===== src/rtl/sqrt_iter_seq.sv =====
// Iterative fixed-point integer square root.
// One result bit is produced per cycle by the restoring digit recurrence.
// The recurrence uses only shifts, a subtract and a sign test.
// The block computes result = floor(sqrt(x << 2*FRAC_W)).
// The remainder and an exact flag come out with the result.
// Valid/ready handshakes are provided on both the input and output sides.
module sqrt_iter_seq #(
  parameter  int IN_W   = 16,
  parameter  int FRAC_W = 8,
  localparam int RES_W  = IN_W / 2 + FRAC_W,
  localparam int RAD_W  = IN_W + 2 * FRAC_W
) (
  input  logic             clk,
  input  logic             rst_n,
  input  logic             in_valid,
  output logic             in_ready,
  input  logic [IN_W-1:0]  x,
  output logic             out_valid,
  input  logic             out_ready,
  output logic [RES_W-1:0] result,
  output logic [RES_W:0]   rem,
  output logic             exact,
  output logic             busy
);

  localparam int CNT_W = $clog2(RES_W + 1);
  localparam logic [CNT_W-1:0] LAST_ITER = CNT_W'(RES_W - 1);

  // The recurrence pairs radicand bits, so an odd width has no meaning.
  if (((IN_W % 2) != 0) || (IN_W < 2)) begin : g_param_check
    $error("sqrt_iter_seq: IN_W must be even and >= 2");
  end

  typedef enum logic [1:0] {
    IDLE,
    CALC,
    DONE
  } state_t;

  state_t           state;
  logic [RAD_W-1:0] rad;        // radicand, consumed two bits at a time from the MSB end
  logic [RES_W-1:0] root;       // partial root built so far
  logic [RES_W-1:0] prem;       // partial remainder; always <= 2*root between iterations
  logic [CNT_W-1:0] cnt;

  logic [1:0]              pair;
  logic [RES_W+1:0]        acc;
  logic signed [RES_W+2:0] trial;
  logic                    take;
  logic [RES_W+1:0]        prem_next;
  logic [RES_W-1:0]        root_next;

  // Trial subtraction: (prem<<2 | pair) - (root<<2 | 1).
  // One extra sign bit makes a negative result unambiguous.
  function automatic logic signed [RES_W+2:0] trial_sub(
    input logic [RES_W+1:0] a,
    input logic [RES_W-1:0] r
  );
    logic signed [RES_W+2:0] lhs;
    logic signed [RES_W+2:0] rhs;
    lhs = signed'({1'b0, a});
    rhs = signed'({1'b0, r, 2'b01});
    return lhs - rhs;
  endfunction

  // One recurrence step from the current partial root and remainder.
  always_comb begin
    pair      = rad[RAD_W-1 -: 2];
    acc       = {prem, pair};
    trial     = trial_sub(acc, root);
    take      = ~trial[RES_W+2];
    prem_next = take ? trial[RES_W+1:0] : acc;
    root_next = (root << 1) | RES_W'(take);
  end

  // Control FSM with the iteration datapath and registered outputs.
  always_ff @(posedge clk or negedge rst_n) begin
    if (!rst_n) begin
      state     <= IDLE;
      in_ready  <= 1'b1;
      out_valid <= 1'b0;
      busy      <= 1'b0;
      result    <= '0;
      rem       <= '0;
      exact     <= 1'b0;
      rad       <= '0;
      root      <= '0;
      prem      <= '0;
      cnt       <= '0;
    end else begin
      case (state)
        IDLE: begin
          if (in_valid && in_ready) begin
            rad      <= RAD_W'(x) << (2 * FRAC_W);
            root     <= '0;
            prem     <= '0;
            cnt      <= '0;
            state    <= CALC;
            in_ready <= 1'b0;
            busy     <= 1'b1;
          end
        end
        CALC: begin
          rad  <= rad << 2;
          root <= root_next;
          // Intermediate remainders fit RES_W bits because the root is not yet full width.
          prem <= prem_next[RES_W-1:0];
          if (cnt == LAST_ITER) begin
            state     <= DONE;
            result    <= root_next;
            rem       <= prem_next[RES_W:0];
            exact     <= (prem_next == '0);
            out_valid <= 1'b1;
          end else begin
            cnt <= cnt + CNT_W'(1);
          end
        end
        DONE: begin
          // Results hold after the handshake; only the control flags change.
          if (out_ready) begin
            state     <= IDLE;
            out_valid <= 1'b0;
            in_ready  <= 1'b1;
            busy      <= 1'b0;
          end
        end
        default: begin
          state     <= IDLE;
          in_ready  <= 1'b1;
          out_valid <= 1'b0;
          busy      <= 1'b0;
        end
      endcase
    end
  end

endmodule


===== config.mk =====
export PLATFORM = sky130hd
export DESIGN_NAME = sqrt_iter_seq
export DESIGN_NICKNAME = d
export VERILOG_FILES = /design/src/rtl/sqrt_iter_seq.sv
export SDC_FILE = /design/constraint.sdc
export NUM_CORES = 1
export LEC_CHECK = 0
export BUFFER_PORTS_ARGS = -buffer_cell sky130_fd_sc_hd__buf_2
export CELL_PAD_IN_SITES_DETAIL_PLACEMENT = 0
export CELL_PAD_IN_SITES_GLOBAL_PLACEMENT = 1
export CORE_MARGIN = 1
export CORE_UTILIZATION = 40
export CTS_BUF_LIST = sky130_fd_sc_hd__clkbuf_4 sky130_fd_sc_hd__clkbuf_8
export DETAILED_ROUTE_END_ITERATION = 10
export PLACE_DENSITY_LB_ADDON = 0.1
export SETUP_SLACK_MARGIN = 0.1
export SYNTH_ARGS = -nofsm -noshare
export SYNTH_HDL_FRONTEND = slang
export SYNTH_SLANG_ARGS = --single-unit

===== constraint.sdc =====
create_clock -name clk -period 2.8 [get_ports clk]
set_clock_uncertainty 0.15 [all_clocks]
set_input_delay 0 -clock clk [delete_from_list [all_inputs] [get_ports clk]]
set_output_delay 0 -clock clk [all_outputs]
set_load 0.01 [all_outputs]

Word level (Yosys, flattened, before mapping)

Cells that the tools add are included.
W data, S select, Z words.

Flip-flop bits (word level): 108
Bits in latches: 0
Memory bits (writable): 0
Memory bits (read-only): 0
Input bits: 20
Output and inout bits: 37
Logic and storage cells: 55
Memories kept: 0

Add/subtract/negate cells: 2
$mul: 0
Divide/modulo/power cells: 0
Order comparisons: 0
Eq/ne operators: 7
Shifts and indexed selects: 0
Mux-type cells: 21
Bitwise operators: 4
Reductions and logical operators: 10

Operators with widths:

| cell                  | count |
|---|---|
| $pmux W16 S2          | 2 |
| $pmux W32 S2          | 1 |
| $mux W32              | 1 |
| $sub A18 B18 Y19      | 1 |
| $logic_not A18 Y1     | 1 |
| $mux W18              | 1 |
| $mux W16              | 1 |
| $or A16 B1 Y16        | 1 |
| $reduce_and A3 Y1     | 4 |
| $mux W5               | 2 |
| $pmux W5 S2           | 1 |
| $pmux W1 S3           | 3 |
| $ne A2 B2 Y1 const B  | 4 |
| $mux W2               | 3 |
| $pmux W2 S3           | 1 |
| $add A5 B1 Y5 const B | 1 |
| $eq A5 B4 Y1 const B  | 1 |
| $mux W1               | 5 |
| $reduce_and A2 Y1     | 2 |
| $not A1 Y1            | 3 |
| $eq A2 B1 Y1 const B  | 1 |
| $eq A2 B2 Y1 const B  | 1 |
| $logic_not A2 Y1      | 1 |
| $reduce_bool A2 Y1    | 1 |
| $logic_and A1 B1 Y1   | 1 |

Depth between registers and ports, before layout

Gate-level depths: netlist of the first run.

Depth in word-level cells: 4
Mapped depth: 11
Gate-level depth less buffers: 10

Worst setup path before layout of the first run

OpenSTA, ideal clock, no wires.

Kind: reg2reg
Start: register prem[3]
End: register rem[1]
Setup time: 125 ps
Arrival time: 2324 ps
Data required time: 2525 ps
Setup slack: 201 ps
Cell stages (with the launch flop): 10
Cell sequence: dfrtp_1 > ha_1 > and3_4 > a311oi_2 > a21oi_2 > o311a_1 > nor2_4 > buf_12 > mux2i_1 > mux2_2

Word-level cells in the longest chain between the ends: 2

Ends and longest elaborated chain:

| item                   | line | source |
|---|---|---|
| from (decl)            | 43   | `logic [RES_W-1:0] prem;` |
| from (signal assigned) | 107  | `prem <= prem_next[RES_W-1:0];` |
| $sub A18 B18 Y19       | 63   | `return lhs - rhs;` |
| $mux W18               | 72   | `prem_next = take ? trial[RES_W+1:0] : acc;` |
| to (signal assigned)   | 111  | `rem <= prem_next[RES_W:0];` |
| to (decl)              | 21   | `output logic [RES_W:0] rem,` |

No other way between the ends.
A chain may end at the register's enable or synchronous reset.

Worst setup path after layout of the first run

Start: register prem[2]
End: register exact

Word-level cells in the longest chain between the ends: 3

Ends and longest elaborated chain:

| item                  | line | source |
|---|---|---|
| $sub A18 B18 Y19      | 63   |  |
| $mux W18 (*)          | 72   |  |
| $logic_not A18 Y1 (*) | 112  | `exact <= (prem_next == '0);` |
| to (signal assigned)  | 112  |  |
| to (decl)             | 22   | `output logic exact,` |

Every way passes the cells marked *; elsewhere a longest branch is shown, timed or not.

==> results.md, run 1 <==
* Outcome: finished with violations
* Failing checks: DRC
* YS warnings at 0
* 1st-iter DRT viols at 197
* Crit path max fanout at 4
* DR WL/cell at approximately 16 um
* Later-pin clock latency in the skew report at approximately 0.39 ns
* Mux contribution to synthesized area at under 10%
* Synth Flop Type: dfrtp_1
* Sequential Area at 2310 sq um
* Num CTS Buffers at 9
* Kind of critical path: reg2reg
* Nets at between 600 and 700
* CP max-delay cell: dfrtp_2
* Fillcell total at 1,059
* Via count at just over 4k
* Post-synthesis sequential area ratio at about half
* GRT met1 Usage at between 20% and 30%
* Initial antenna violation count at 0
* Minimum clock period after layout at about 2.7 ns
* Most common cell after layout, fill and taps aside: dfrtp_1
* Main combinational cell family by area after synthesis: compound AO/OA/AOI/OAI gates
* Final Hold Fails at 0
* DRC errors left at 4
* Clock Pin Slew Worst Setup and Hold Paths at around 0.1 ns
* CP max stage delay at 0.46 ns
* Core Area at 11,500 sq um
* Simple-gate share of the synthesized area at between 10% and 20%
* Net Count, Synth at approximately 550
* Cell chain of the critical path: ha_4 -> and3_4 -> a21boi_4 -> buf_6 -> o311ai_4 -> a311o_1 -> xnor2_2 -> nor4_2 -> a41oi_2 -> nor3b_1
* Pleak at ~2.9 nW
* Via-to-Cell Ratio at approximately 5.3
* Final Max Slew Viols at 0
* Worst EP required at ~3.0 ns
* Layout cells sized above 1 at around 31%
* Number of port buffers at between 50 and 60
* GPL Wtd Cong at about 0.87
* Post-synth EDFFs at 0
* Starting Density at 41.5%
* FMAX at between 0.3 and 0.4 GHz
* Syn Inst Count at between 500 and 600
* Total global-route track usage at 21.3%
* Post-Layout Cell Count at between 700 and 800
* Synth-to-layout area growth at 33.1%
* HPWL Detailed at about 8700 um
* M3 GR Usage at 5.01%
* Power Density at 1440 nW/um^2
* Ant diodes at 0
* Mean post-synth cell area at 9.38 sq um
* Synth Register Bits at just over 90
* Min Hold Slack at 0.138 ns
* Multi-input gate area at 2610 sq um
* H-Tree Level Count at 3
* Post-Synthesis Cell Area at around 4800 sq um
* FF-to-FF setup slack at 0.07 ns
* Critical Path Source Type: flop
* Final setup viols at 0
* CP arrival at roughly 2.9 ns
* First-pass GRT wire length at roughly 21,000 um
* VDD IR max at roughly 0.0005 V
* Worst Tran Pin Value at between 0.9 and 1 ns
* Most Used Layer, Global Route: met2
* Post-synth cell types at between 50 and 60
* Chip Width at 111 um
* Critical path endpoint category: flop
* DP Cell Count at between 700 and 800
* Adder-Cell Fraction of Synth Area at about 5.0%
* Final TNS setup at 0 ns
* Met2 usage at between 30% and 40%
* Die span in y at ~110 um
* Total I/O pin count at 57
* Hold Crit Class: in2async
* CTS sink count at between 90 and 100
* Slew margin rel. at 35.9%
* Most frequent cells in the layout: dfrtp_1 (89), nand2_1 (85), o21ai_0 (79)
* CTS tree: built
* Total grt overflow at 0
* Root Buffer: clkbuf_8
* FP Rows at 39
* Crit share post-route at between 90% and 100%
* RSZ-0062 raised after global routing: yes
* Compound-cell area share of the yosys netlist at between 20% and 30%
* DRT Wirelength at between 10,000 and 15,000 um
* Vias in the first global route at slightly above 4k
* Synth Area in XOR/XNOR at 2.56%
* Post-synth ARST share at 100%
* Drt pass-1 iters at 7
* Die area at 12,400 sq um
* Clock Tree Buf Depth at 2
* Largest net degree at the start of global routing at 76
* Maxcap violations at 0
* Antenna Nets Post-Route at 0
-- logic make-up (layout without fill, tap and decap cells) --
group	Yosys count	after routing
flip-flops	92	92
buffers and inverters	52	178
XOR/XNOR	14	14
AO/OA/AOI/OAI	165	165
multiplexers	17	17
adder cells (fa/ha/maj)	19	19
AND/OR/NAND/NOR	151	151
-- report_power, final --
part | internal [W] | switching (W)
clock | 0.000345 | 0.000487
sequential | 0.00174 | 0.000302
combinational | 0.00308 | 0.00325
-- repair_timing --
action / in CTS / in global routing
hold buffers: 19 / 0
setup endpoints to repair: 31 / 36
pin swaps: 15 / 27
setup buffers: 4 / 10
gates cloned: 1 / 0
gates resized for setup: 26 / 41
endpoints found under the hold margin: 92 / 0
-- routing by layer --
layer / wire length (um) / vias up
met5: 0 / -
met4: 298 / 0
met3: 448 / 22
met1: 5580 / 1964
li1: - / 2055
met2: 6270 / 68
-- cells in the mapped netlist (2+ instances only) --
library cell	number	area (sq um)
dfrtp_1	91	2280
nand2_1	86	323
o21ai_0	85	425
a22oi_1	26	195
clkbuf_1	23	86.3
inv_1	23	86.3
ha_1	19	238
nor2_1	19	71.3
a21oi_1	16	80.1
mux2i_1	14	140
nand3_1	9	45.0
xnor2_1	9	78.8
nor3_1	6	30.0
nor4_1	6	37.5
xor2_1	5	43.8
a21o_1	4	30.0
a22o_1	4	35.0
a211oi_1	3	22.5
a21oi_2	3	26.3
buf_2	3	15.0
mux2_2	3	33.8
nor2b_1	3	18.8
nor3b_1	3	22.5
or3_1	3	18.8
a221oi_1	2	17.5
a41oi_1	2	17.5
and3_4	2	22.5
nand2b_1	2	12.5
nand4_1	2	12.5
o311ai_1	2	17.5
o31ai_1	2	15.0
or2_2	2	12.5
or4_1	2	15.0
-- layout make-up --
class,instances,share of cell area [%]
Clock buffer,10,2.16
Clock inverter,6,0.609
Inverter,23,1.36
Multi-Input combinational cell,366,41.0
Sequential cell,92,36.2
Tap cell,143,2.81
Timing Repair Buffer,139,15.9
-- sequential cells by signal, indices dropped and copies added (netlist names) --
signal / flops
exact: 1
prem: 16
busy: 1
cnt: 5
rad: 16
state: 2
in_ready: 1
result: 16
rem: 17
root: 16
out_valid: 1
-- critical path: cells and delay by family (launching register included) --
family	cells	cell delay (ns)
AOI/OAI and AO/OA	4	0.80
and+or+nand+nor	3	0.67
DFF	1	0.46
adders and majority gates	1	0.28
xor gates and xnor gates	1	0.17
buffers and inverters	1	0.13
-- per-stage QoR --
stage,util [%],total power (W),setup WS [ns],cell area [sq um]
final,55.3,0.00919,0.0695,6360
after CTS,52.7,0.00842,0.0517,6070
after detailed placement,47.7,0.00682,-0.0660,5490
after global placement,47.7,0.00679,-0.110,5490
after global routing,55.3,0.00989,-0.00607,6360
after floorplan,-,0.00520,0.201,4780
-- worst paths after layout --
path / startpoint / end / cells after the start
max: prem[2]$_DFFE_PN0P_ / exact$_DFFE_PN0P_ / 10
min reg2reg: result[11]$_DFFE_PN0P_ / result[11]$_DFFE_PN0P_ / 2
max reg2reg: prem[2]$_DFFE_PN0P_ / exact$_DFFE_PN0P_ / 10
min: rst_n / result[15]$_DFFE_PN0P_ / 2
max in group asynchronous: rst_n / rem[10]$_DFFE_PN0P_ / 3
min in group clk: out_ready / state[1]$_DFFE_PN0P_ / 3
Note: power is estimated with default switching activity, not from simulation.
==> run 2, diff against run 1 <==
- SETUP_SLACK_MARGIN: 0.1 -> 0.15
==> run 2 against run 1 <==
The flow still finishes with violations (DRC); die area unchanged; worst hold slack improved by 0.0079 ns; critical path type unchanged; design area increased by 3.2%; register-to-register slack improved by 0.03 ns; sequential share of layout area decreased by 1.2 points; core utilization increased by 1.8 points; worst setup slack improved by 0.031 ns; non-clock buffer count increased by 4; first-iteration DRC count increased by 11%.
==> results.md, run 2 (synthesis results as in run 1) <==
* Outcome: finished with violations
* Failing checks: DRC
* DRC errors left at 4 (unchanged)
* HPWL Detailed at 8730 um (unchanged)
* CP arrival at 2.86 ns (-0.03 ns)
* Via count at 4,145 (+0.88%)
* Most frequent cells in the layout: dfrtp_1 (90), nand2_1 (84), buf_4 (60)
* Worst EP required at 2.96 ns (about the same)
* Hold Crit Class: in2async
* CP max stage delay at 0.42 ns (-0.04 ns)
* Slew margin rel. at 35.6% (-0.28 points)
* Later-pin clock latency in the skew report at 0.39 ns (about the same)
* 1st-iter DRT viols at 218 (+11%)
* Final Max Slew Viols at 0 (unchanged)
* CTS tree: built
* Kind of critical path: reg2reg
* Die span in y at 111 um (unchanged)
* Clock Pin Slew Worst Setup and Hold Paths at 0.10 ns (about the same)
* Crit path max fanout at 4 (unchanged)
* Worst Tran Pin Value at 0.966 ns (+0.00427 ns)
* FP Rows at 39 (unchanged)
* Min Hold Slack at 0.146 ns (+0.00788 ns)
* RSZ-0062 raised after global routing: yes
* Multi-input gate area at 2770 sq um (+6.4%)
* Layout cells sized above 1 at 33.8% (+2.6 points)
* Minimum clock period after layout at 2.70 ns (-0.0315 ns)
* Post-DP Area at 5490 sq um (unchanged)
* Clock Tree Buf Depth at 2 (unchanged)
* Critical Path Source Type: flop
* Final Hold Fails at 0 (unchanged)
* Fillcell total at 1,039 (-1.9%)
* DRT Wirelength at 12,800 um (+1.9%)
* Reg2Reg Launch Point: prem[3]$_DFFE_PN0P_
* CTS sink count at 92 (unchanged)
* Sequential Area at 2300 sq um (about the same)
* Initial antenna violation count at 0 (unchanged)
* Worst reg2reg path depth at 10 (unchanged)
* Nets at 674 (+0.60%)
* First-pass GRT wire length at 21,200 um (+2.5%)
* Num CTS Buffers at 9 (unchanged)
* Number of port buffers at 56 (unchanged)
* Drt pass-1 iters at 8 (+1)
* Synth-to-layout area growth at 37.4%
* Most common cell after layout, fill and taps aside: dfrtp_1
* DR WL/cell at 16.4 um (+1.4%)
* Core Area at 11,500 sq um (unchanged)
* Critical path endpoint category: flop
* Die area at 12,400 sq um (unchanged)
* CP max-delay cell: dfrtp_1
* Maxcap violations at 0 (unchanged)
* Total global-route track usage at 21.8% (+0.50 points)
* Root Buffer: clkbuf_8
* Post-route design area at 6570 sq um (+3.2%)
* Final setup viols at 0 (unchanged)
* FMAX at 0.371 GHz (+1.2%)
* Antenna Nets Post-Route at 0 (unchanged)
* H-Tree Level Count at 3 (unchanged)
* Fin util at 57.1% (+1.8 points)
* Critical path launch point: prem[3]$_DFFE_PN0P_
* Starting Density at 41.5% (unchanged)
* Vias in the first global route at 4,132 (+1.2%)
* Ant diodes at 0 (unchanged)
* Total I/O pin count at 57 (unchanged)
* Crit share post-route at 96.4% (-1.1 points)
* Chip Width at 111 um (unchanged)
* Largest net degree at the start of global routing at 76 (unchanged)
* Reg2Reg Capture Point: exact$_DFFE_PN0P_
* Via-to-Cell Ratio at 5.29 (+0.36%)
* Largest Register: rem
* Total grt overflow at 0 (unchanged)
* GPL Wtd Cong at 0.866 (unchanged)
* Cell chain of the critical path: ha_4 -> and3_4 -> a21boi_4 -> buf_6 -> o311ai_4 -> a311o_1 -> xnor2_2 -> nor4_2 -> a41oi_2 -> nor3b_1
* FF-to-FF setup slack at 0.10 ns (+0.03 ns)
* Largest register FFs at 17 (unchanged)
run 2: cell types whose count changed in the layout (fill, tap and decap cells not counted), sizes merged:
cell / previous run / this run
buf: 119 / 124
bufbuf: 1 / 0
run 2: worst max path at each step:
stage,endpoint,slack [ns],cells past startpoint
6_report,exact$_DFFE_PN0P_,0.10,10
5_1_grt,exact$_DFFE_PN0P_,0.03,10
4_1_cts,exact$_DFFE_PN0P_,0.13,9
3_5_place_dp,exact$_DFFE_PN0P_,-0.07,11
3_3_place_gp,exact$_DFFE_PN0P_,-0.11,10
2_1_floorplan,rem[1]$_DFFE_PN0P_,0.20,9
run 2: critical path: cells and delay by family (launching register included):
family                   cells  cell delay [ns]
AO/OA/AOI/OAI                4             0.80
buffers and inverters        1             0.13
adder cells (fa/ha/maj)      1             0.31
AND/OR/NAND/NOR              3             0.61
flip-flops                   1             0.42
XOR/XNOR                     1             0.19
run 2: what timing repair did:
action | CTS | global route
pin swaps | 30 | 27
setup buffers | 12 | 6
endpoints found under the hold margin | 92 | 0
resized for setup | 61 | 58
endpoints found under the setup margin | 34 | 36
cloned | 1 | 0
hold buffers | 19 | 0
run 2: routing by layer:
metal	part of all wire, %	global-route usage, %
met4	2.6	8.47
met5	0	0
met3	3.6	5.06
met2	50	36.8
met1	44	27.3
run 2: area by class of cell:
class | instances | share of cell area (%)
Clock buffer | 10 | 2.09
Clock inverter | 6 | 0.590
Inverter | 23 | 1.31
Multi-Input combinational cell | 366 | 42.2
Sequential cell | 92 | 35.1
Tap cell | 143 | 2.72
Timing Repair Buffer | 143 | 16.0
run 2: per-stage QoR:
step,std cells,TNS [ns],setup WS (ns)
floorplan,510,0,0.201
global placement,729,-0.110,-0.110
detailed placement,729,-0.0660,-0.0660
CTS,777,0,0.129
global route,783,0,0.0258
finish,783,0,0.101
Power of run 2 is left out: the tool's default activity adds up to more than one toggle a clock period on the data nets, which glitch-free logic cannot reach.
